File: src/rtl/decode_pkg.sv
// Shared decode constants: opcodes, branch funct3 codes, forward selects and the
// immediate extractor used by the ID stage.
package decode_pkg;

  localparam logic [6:0] OP_LOAD   = 7'b0000011;
  localparam logic [6:0] OP_IMM    = 7'b0010011;
  localparam logic [6:0] OP_JALR   = 7'b1100111;
  localparam logic [6:0] OP_STORE  = 7'b0100011;
  localparam logic [6:0] OP_BRANCH = 7'b1100011;
  localparam logic [6:0] OP_LUI    = 7'b0110111;
  localparam logic [6:0] OP_AUIPC  = 7'b0010111;
  localparam logic [6:0] OP_JAL    = 7'b1101111;

  localparam logic [2:0] F3_BEQ  = 3'b000;
  localparam logic [2:0] F3_BNE  = 3'b001;
  localparam logic [2:0] F3_BLT  = 3'b100;
  localparam logic [2:0] F3_BGE  = 3'b101;
  localparam logic [2:0] F3_BLTU = 3'b110;
  localparam logic [2:0] F3_BGEU = 3'b111;

  typedef enum logic [1:0] {
    FWD_RF   = 2'd0,
    FWD_ALUM = 2'd1,
    FWD_MEMD = 2'd2,
    FWD_WB   = 2'd3
  } fwd_sel_e;

  // 32-bit sign-carrying immediate; the caller widens it to XLEN.
  function automatic logic [31:0] imm32(input logic [31:0] i);
    case (i[6:0])
      OP_IMM, OP_LOAD, OP_JALR: return {{20{i[31]}}, i[31:20]};
      OP_STORE:                 return {{20{i[31]}}, i[31:25], i[11:7]};
      OP_BRANCH:                return {{19{i[31]}}, i[31], i[7], i[30:25], i[11:8], 1'b0};
      OP_LUI, OP_AUIPC:         return {i[31:12], 12'b0};
      OP_JAL:                   return {{11{i[31]}}, i[31], i[19:12], i[20], i[30:21], 1'b0};
      default:                  return 32'b0;
    endcase
  endfunction

endpackage

File: src/rtl/decode_stage_gen_regfile.sv
// Integer register file: two write-through read ports, one write port, x0 hardwired.
// Define DECODE_DBG_PORT_EN to add a third raw read port (no write-through).
module regfile_gen #(
  parameter int XLEN = 32,
  parameter int NREG = 32,
  localparam int AW  = $clog2(NREG)
) (
  input  logic            clk,
  input  logic            rst,
  input  logic            we,
  input  logic [AW-1:0]   waddr,
  input  logic [XLEN-1:0] wdata,
  input  logic [AW-1:0]   raddr1,
  input  logic [AW-1:0]   raddr2,
  output logic [XLEN-1:0] rdata1,
  output logic [XLEN-1:0] rdata2
`ifdef DECODE_DBG_PORT_EN
  ,
  input  logic [AW-1:0]   dbg_addr,
  output logic [XLEN-1:0] dbg_data
`endif
);

  logic [NREG-1:0][XLEN-1:0] regs;

  always_ff @(posedge clk or posedge rst) begin
    if (rst)                         regs <= '0;
    else if (we && waddr != '0)      regs[waddr] <= wdata;
  end

  function automatic logic [XLEN-1:0] rd_port(input logic [AW-1:0] a);
    if (a == '0)               return '0;
    if (we && waddr == a)      return wdata;
    return regs[a];
  endfunction

  always_comb begin
    rdata1 = rd_port(raddr1);
    rdata2 = rd_port(raddr2);
  end

`ifdef DECODE_DBG_PORT_EN
  always_comb begin
    dbg_data = '0;
    if (!rst && dbg_addr != '0) dbg_data = regs[dbg_addr];
  end
`endif

endmodule

File: src/rtl/decode_stage_gen.sv
// ID stage: register file, immediate generation, branch/JAL resolution and the ID/EX register.
// Define DECODE_DBG_PORT_EN to expose DbgAddr/DbgData (raw register-file read).
module decode_stage_gen
  import decode_pkg::*;
#(
  parameter int XLEN   = 32,
  parameter int NREG   = 32,
  parameter int CTRL_W = 8,
  localparam int AW    = $clog2(NREG)
) (
  input  logic              clk,
  input  logic              rst,
  input  logic [31:0]       InstrD,
  input  logic [XLEN-1:0]   PCD,
  input  logic              ValidD,
  input  logic [CTRL_W-1:0] CtrlD,
  input  logic              BranchD,
  input  logic              JumpD,
  input  logic              RegWriteW,
  input  logic [AW-1:0]     WriteRegW,
  input  logic [XLEN-1:0]   ResultW,
  input  logic [XLEN-1:0]   ALUOutM,
  input  logic [XLEN-1:0]   ReadDataM,
  input  logic [1:0]        ForwardAD,
  input  logic [1:0]        ForwardBD,
  input  logic              StallE,
  input  logic              FlushE,
  output logic              PCSrcD,
  output logic [XLEN-1:0]   PCTargetD,
  output logic [CTRL_W-1:0] CtrlE,
  output logic              ValidE,
  output logic [XLEN-1:0]   RD1E,
  output logic [XLEN-1:0]   RD2E,
  output logic [XLEN-1:0]   ImmE,
  output logic [XLEN-1:0]   PCE,
  output logic [AW-1:0]     RS1E,
  output logic [AW-1:0]     RS2E,
  output logic [AW-1:0]     RdE
`ifdef DECODE_DBG_PORT_EN
  ,
  input  logic [AW-1:0]     DbgAddr,
  output logic [XLEN-1:0]   DbgData
`endif
);

  logic [AW-1:0]          rs1, rs2, rd;
  logic [XLEN-1:0]        rd1, rd2, imm, op_a, op_b;
  logic signed [31:0]     imm_s;
  logic                   taken;

  assign rs1 = InstrD[15 +: AW];
  assign rs2 = InstrD[20 +: AW];
  assign rd  = InstrD[7 +: AW];

  regfile_gen #(.XLEN(XLEN), .NREG(NREG)) u_rf (
    .clk(clk), .rst(rst),
    .we(RegWriteW), .waddr(WriteRegW), .wdata(ResultW),
    .raddr1(rs1), .raddr2(rs2), .rdata1(rd1), .rdata2(rd2)
`ifdef DECODE_DBG_PORT_EN
    , .dbg_addr(DbgAddr), .dbg_data(DbgData)
`endif
  );

  assign imm_s = imm32(InstrD);
  assign imm   = XLEN'(imm_s);

  function automatic logic [XLEN-1:0] fwd_mux(input logic [1:0] sel, input logic [XLEN-1:0] rf);
    case (fwd_sel_e'(sel))
      FWD_ALUM: return ALUOutM;
      FWD_MEMD: return ReadDataM;
      FWD_WB:   return ResultW;
      default:  return rf;
    endcase
  endfunction

  always_comb begin
    op_a = fwd_mux(ForwardAD, rd1);
    op_b = fwd_mux(ForwardBD, rd2);
  end

  // Direct relational compares avoid the overflow pitfall of a subtract-and-sign test.
  always_comb begin
    taken = 1'b0;
    case (InstrD[14:12])
      F3_BEQ:  taken = (op_a == op_b);
      F3_BNE:  taken = (op_a != op_b);
      F3_BLT:  taken = ($signed(op_a) <  $signed(op_b));
      F3_BGE:  taken = ($signed(op_a) >= $signed(op_b));
      F3_BLTU: taken = (op_a <  op_b);
      F3_BGEU: taken = (op_a >= op_b);
      default: taken = 1'b0;
    endcase
  end

  assign PCSrcD    = ValidD & ((BranchD & taken) | JumpD);
  assign PCTargetD = PCD + imm;

  // EX operands carry raw RF reads; EX applies its own forwarding.
  always_ff @(posedge clk or posedge rst) begin
    if (rst) begin
      CtrlE <= '0; ValidE <= 1'b0;
      RD1E  <= '0; RD2E   <= '0; ImmE <= '0; PCE <= '0;
      RS1E  <= '0; RS2E   <= '0; RdE  <= '0;
    end else if (FlushE) begin
      CtrlE <= '0; ValidE <= 1'b0;
      RD1E  <= '0; RD2E   <= '0; ImmE <= '0; PCE <= '0;
      RS1E  <= '0; RS2E   <= '0; RdE  <= '0;
    end else if (!StallE) begin
      CtrlE  <= ValidD ? CtrlD : '0;
      ValidE <= ValidD;
      RD1E   <= rd1;
      RD2E   <= rd2;
      ImmE   <= imm;
      PCE    <= PCD;
      RS1E   <= rs1;
      RS2E   <= rs2;
      RdE    <= rd;
    end
  end

endmodule

File: config.mk
export PLATFORM = sky130hd
export DESIGN_NAME = decode_stage_gen
export DESIGN_NICKNAME = d
export VERILOG_FILES = /design/src/rtl/decode_pkg.sv /design/src/rtl/decode_stage_gen_regfile.sv /design/src/rtl/decode_stage_gen.sv
export SDC_FILE = /design/constraint.sdc
export NUM_CORES = 2
export LEC_CHECK = 0
export CORE_MARGIN = 2
export CORE_UTILIZATION = 45
export DETAILED_ROUTE_END_ITERATION = 8
export PLACE_DENSITY = 0.68
export SYNTH_ARGS = -nofsm -noshare
export SYNTH_HDL_FRONTEND = slang
export SYNTH_SLANG_ARGS = --single-unit
File: constraint.sdc
create_clock -name clk -period 52 [get_ports clk]
set_clock_uncertainty 0.2 [all_clocks]
set_input_delay 5.2 -clock clk [delete_from_list [all_inputs] [get_ports clk]]
set_output_delay 5.2 -clock clk [all_outputs]
set_load 0.02 [all_outputs]
; Word level (Yosys, flattened, before mapping)
; Index checks and enable logic that the tools add are counted.
[op_classes]
mux = 44
shift = 0
bitwise = 3
mul = 0
addsub = 1
n_reduce_logical = 10
eq_ne = 24
n_div = 0
order_cmp = 8
[ops]
columns = operator, count
row1 = $bwmux W1024, 1
row2 = $mux W32, 19
row3 = $bmux W32 S5, 2
row4 = $pmux W32 S3, 2
row5 = $demux W32 S5, 1
row6 = $pmux W32 S5, 1
row7 = $ge A32 B32 Y1, 2
row8 = $lt A32 B32 Y1, 2
row9 = $add A32 B32 Y32, 1
row10 = $eq A32 B32 Y1, 1
row11 = $ne A32 B32 Y1, 1
row12 = $mux W5, 6
row13 = $mux W8, 3
row14 = $eq A7 B7 Y1 const B, 3
row15 = $lt A5 B6 Y1 const B, 3
row16 = $eq A7 B5 Y1 const B, 2
row17 = $eq A7 B6 Y1 const B, 2
row18 = $eq A3 B3 Y1 const B, 4
row19 = $eq A5 B5 Y1, 2
row20 = $logic_not A5 Y1, 2
row21 = $eq A2 B2 Y1 const B, 4
row22 = $mux W1, 8
row23 = $eq A7 B2 Y1 const B, 1
row24 = $pmux W1 S6, 1
row25 = 11 further kinds, 16
[word_totals]
latchBits = 0
mem_bits_rw = 0
wordCells = 131
reg_bits = 1176
rom_bits = 0
n_memories = 0

; Longest topological paths before layout
[logic_depth]
depth_word = 12
depth_mapped = 21
depth_no_buf = 17

; By module
; A second synthesis with hierarchy kept.
[unflattened]
cells_unflattened = 4949
hier_area_um2 = 66137.2
[by_module_without_submodules]
columns = mod, area_each_um2, n_inst, cells_per_inst
row1 = regfile_gen, 55634.6, 1, 3943
row2 = decode_stage_gen, 10502.6, 1, 1006

; Worst setup path after synthesis
; Ideal clock, no wire load.
[synth_path]
kind = input -> output
start = input port InstrD[16]
end = output port PCSrcD
stages = 19
slack_ns = 36.658
arrival_time_ns = 9.942
n_path_buf = 3
path_cell_list = clkbuf_1 > clkbuf_1 > clkbuf_1 > mux4_2 > mux4_2 > mux2i_1 > nor2_1 > a21oi_1 > nor2_1 > mux4_2 > ha_1 > nand4_1 > or2_2 > or3_1 > a41oi_1 > nor3_1 > mux2_2 > a211o_1 > a21boi_0
[synth_via]
elab_chain_len = 12
[synth_lines]
columns = element, line_no
row1 = "start, declared", decode_stage_gen.sv:13  ; input logic [31:0] InstrD,
row2 = "parallel branches: the longest is 5 deep, another holds $bmux W32 S5", --
row3 = $mux W32 *, decode_stage_gen_regfile.sv:33  ; if (we && waddr == a) return wdata;
row4 = $pmux W32 S3 *, decode_stage_gen.sv:68  ; case (fwd_sel_e'(sel))
row5 = $ge A32 B32 Y1 (tied with other cells), decode_stage_gen.sv:90  ; F3_BGEU: taken = (op_a >= op_b);
row6 = $pmux W1 S6 *, decode_stage_gen.sv:84  ; case (InstrD[14:12])
row7 = $and A1 B1 Y1 *, decode_stage_gen.sv:95  ; assign PCSrcD = ValidD & ((BranchD & taken) | JumpD);
row8 = $or A1 B1 Y1 *, decode_stage_gen.sv:95
row9 = $and A1 B1 Y1 *, decode_stage_gen.sv:95
row10 = "end, declared", decode_stage_gen.sv:28  ; output logic PCSrcD,
; Every way passes the cells marked *. The select of a mux whose other input is x is not followed.

; Final worst setup path
[layout_path]
start = input port InstrD[20]
end = output port PCSrcD
; Same word-level chain as after synthesis.

==> flow_summary_export.csv <==
group,metric,value,unit
route,avgViaCountPerCell,6.44,
global_routing,grt_pass1_wl,301000,um
cts,holdBufCountCts,0,
sta,tns,0,ns
logic_synthesis,yosys.area.top_type,"dfrtp_1",
setup_path,worstPathArrival,13.59,ns
logic_synthesis,synth_top_cells_by_area,"dfrtp_1 45%, mux4_2 23%, mux2_2 16%",
setup_path,crit_fanout,75,
logic_synthesis,syn_area,64800,um2
logic_synthesis,synthCells,4560,
sta,period_share,0.365,
min_path,min_from,"u_rf.regs[23]",
global_routing,grt.total_usage,0.279,
status,status,"complete, no violations",
sta,final-max-slew-violation-count,0,
setup_path,crit_type,"in2out",
logic_synthesis,yosys.area_share.simple,0.0401,
logic_synthesis,yosysWarnings,0,
global_routing,grt_max_degree,190,
global_routing,grt-ovfl-total,0,
sta,fin_crit,18.99,ns
logic_synthesis,synth_top_family_by_area,"multiplexers",
logic_synthesis,synth-async-reset-ratio,1.00,
global_routing,grt_pass1_vias,43879,
layout,final_nets,4935,
logic_synthesis,yosysMostFrequentCell,"dfrtp_1",
cts,clock_latency,0.74,ns
die,pin_count,370,
die,fp.dieH,384,um
cts,cts_buffer_depth,3,
sta,worst_pin_slew,1.29,ns
die,die_width,384,um
setup_path,crit_path_end_kind,"primary output",
pwr,irDropWorstVdd,32.2,uV
logic_synthesis,synth_nets,4809,
cts,postCtsSetupBuffers,0,
setup_path,rr_endpoint,"RD2E[11]",
logic_synthesis,synth_fa_ha_area_frac,0.0125,
sta,setup_viol,0,
run,cap_violations,0,
cts,path_clk_slew,0.06,ns
route,dr.pass1.iters,5,
logic_synthesis,synth_compound_area_frac,0.0344,
cts,cts_tree,"done",
sta,relSlewSlack,0.139,
die,core,143000,um2
setup_path,timing.reg2reg.setup_slack,49.05,ns
logic_synthesis,synth_cell_types,54,
placement,portBuffers,369,
setup_path,cp-start-kind,"input port",
pwr,power.leakage,32.1,nW
route,drcViolationCount,0,
logic_synthesis,yosysSeqAreaShare,0.454,
logic_synthesis,yosys_register_bits,1176,
logic_synthesis,netlist_top_cells_count,"1176 x dfrtp_1, 933 x mux2_2, 664 x mux4_2",
cts,cts_buffers,118,
route,dr_total_vias,43100,
min_path,worst_hold_path.endpoint,"u_rf.regs[23]",
setup_path,cp.required,46.60,ns
cts,cts_htree_levels,3,
layout,area_growth,14.4,%
cts,post_cts_resized,0,
die,initial_core_util,0.452,
cts,root_buffer,"clkbuf_16",
sta,rsz0062_at_grt,"false",
logic_synthesis,synth.mux.area_fraction,0.423,
placement,place_congestion,0.878,
logic_synthesis,synth-xor-area-share,0.00527,
cts,clkSinkCount,1176,
logic_synthesis,synth_edf_count,0,
die,row_count,139,
logic_synthesis,avgSynthCellArea,14.2,um2
route,drt_iter0_markers,4347,
route,routed_wl,206000,um
global_routing,antenna_found_initial,10,
sta,fmax,52.6,MHz
logic_synthesis,ys.flop_type,"dfrtp_1",
logic_synthesis,yosysTopAreaCellShare,0.454,
min_path,hold_class,"reg2reg",
die,die-area,147000,um2
layout,drive_above_1_share,0.412,
setup_path,reg2reg_from,"u_rf.regs[235]",
sta,finalHoldViolCount,0,
setup_path,r2r_cells,8,
setup_path,crit_start,"InstrD[20]",
pwr,total_power,2.71,mW
route,wl_per_cell,30.8,um
min_path,holdPathStages,0,
placement,detailed_place_hpwl,124000,um
route,ant_nets,0,
pwr,power_density,36.6,nW/um2
-- registers in the layout (all words and copies together), names as in the netlist --
| name | count |
|---|---|
| u_rf.regs | 1024 |
| PCE | 32 |
| CtrlE | 8 |
| RD1E | 32 |
| ImmE | 32 |
| ValidE | 1 |
| RD2E | 32 |
| RS2E | 5 |
| RS1E | 5 |
| RdE | 5 |
-- worst max-delay path: stages --
cell	delay [ns]
buf_8	0.60
buf_4	0.81
buf_4	0.80
mux4_2	0.59
mux4_2	0.48
mux2i_1	0.33
nor2_1	0.13
a21oi_1	0.32
o21ai_0	0.13
nand2_1	0.11
ha_1	0.13
nand3_1	0.14
or2_2	0.34
or3_1	0.49
a41oi_1	1.01
nor3_1	0.17
mux2_2	0.33
a211o_1	0.30
a21boi_0	0.35
clkdlybuf4s50_1	0.69
-- cell families after synthesis --
logic type	Yosys count
multiplexers	1792
buffers and inverters	485
AO/OA/AOI/OAI	392
adder cells (fa/ha/maj)	64
flip-flops	1176
XOR/XNOR	39
AND/OR/NAND/NOR	612
-- routing by layer --
| layer | up-vias | part of all wire | global-route usage |
|---|---|---|---|
| li1 | 17550 | - | - |
| met1 | 23049 | 0.40 | 0.374 |
| met2 | 2077 | 0.47 | 0.437 |
| met3 | 412 | 0.091 | 0.0685 |
| met4 | 12 | 0.043 | 0.116 |
| met5 | - | 0.00033 | 0 |
-- worst max path at each step --
| stage | to | slack, ns | cells after the start |
|---|---|---|---|
| after floorplan | CtrlE[0] | 13.47 | 1 |
| final | PCSrcD | 33.01 | 20 |
| after global placement | PCSrcD | 32.87 | 20 |
| after global routing | PCSrcD | 32.67 | 20 |
| after detailed placement | PCSrcD | 32.95 | 20 |
| after CTS | PCSrcD | 32.92 | 20 |
-- cell usage in the layout, fill, tap and decap left out, drive strengths merged, types with 6 or more instances in the layout --
master	n
o21ai	109
clkinvlp	6
mux2i	195
nand3	9
nand2b	17
dfrtp	1176
mux2	933
a21o	37
ha	63
nor3	18
a211oi	14
a21oi	181
mux4	664
buf	123
nand4	7
and3	9
o22ai	8
or2	10
inv	17
nor2b	15
clkbuf	171
clkdlybuf4s50	353
nor2	308
nand2	182
xnor2	22
and2	11
bufinv	13
xor2	17
nor4	6
clkinv	28
-- layout make-up --
class,instances,area [um2]
inverters,14,60.1
clock inverters,50,672
diodes,2,5.00
fillers,11908,69200
well taps,1903,2380
repair buffers,477,4570
multi-input cells,2899,33600
clock buffers,170,3470
flip-flops and latches,1176,29400
-- report_power, final --
part / internal [mW] / switching [mW]
Clock: 0.529 / 0.380
Sequential: 1.07 / 0.114
Combinational: 0.353 / 0.262
-- metrics by stage --
step           hold WS (ns)  std cells   util  instance area [um2]  worst slack [ns]
2_1_floorplan         0.241       4560      -                64800             13.47
3_3_place_gp          0.177       6469  0.489                70000             32.87
3_5_place_dp          0.182       6469  0.489                70000             32.95
4_1_cts               0.197       6689  0.517                74100             32.92
5_1_grt               0.204       6691  0.517                74200             32.67
6_report              0.194       6691  0.517                74200             33.01
No activity file was read; power rests on OpenSTA's default activity.
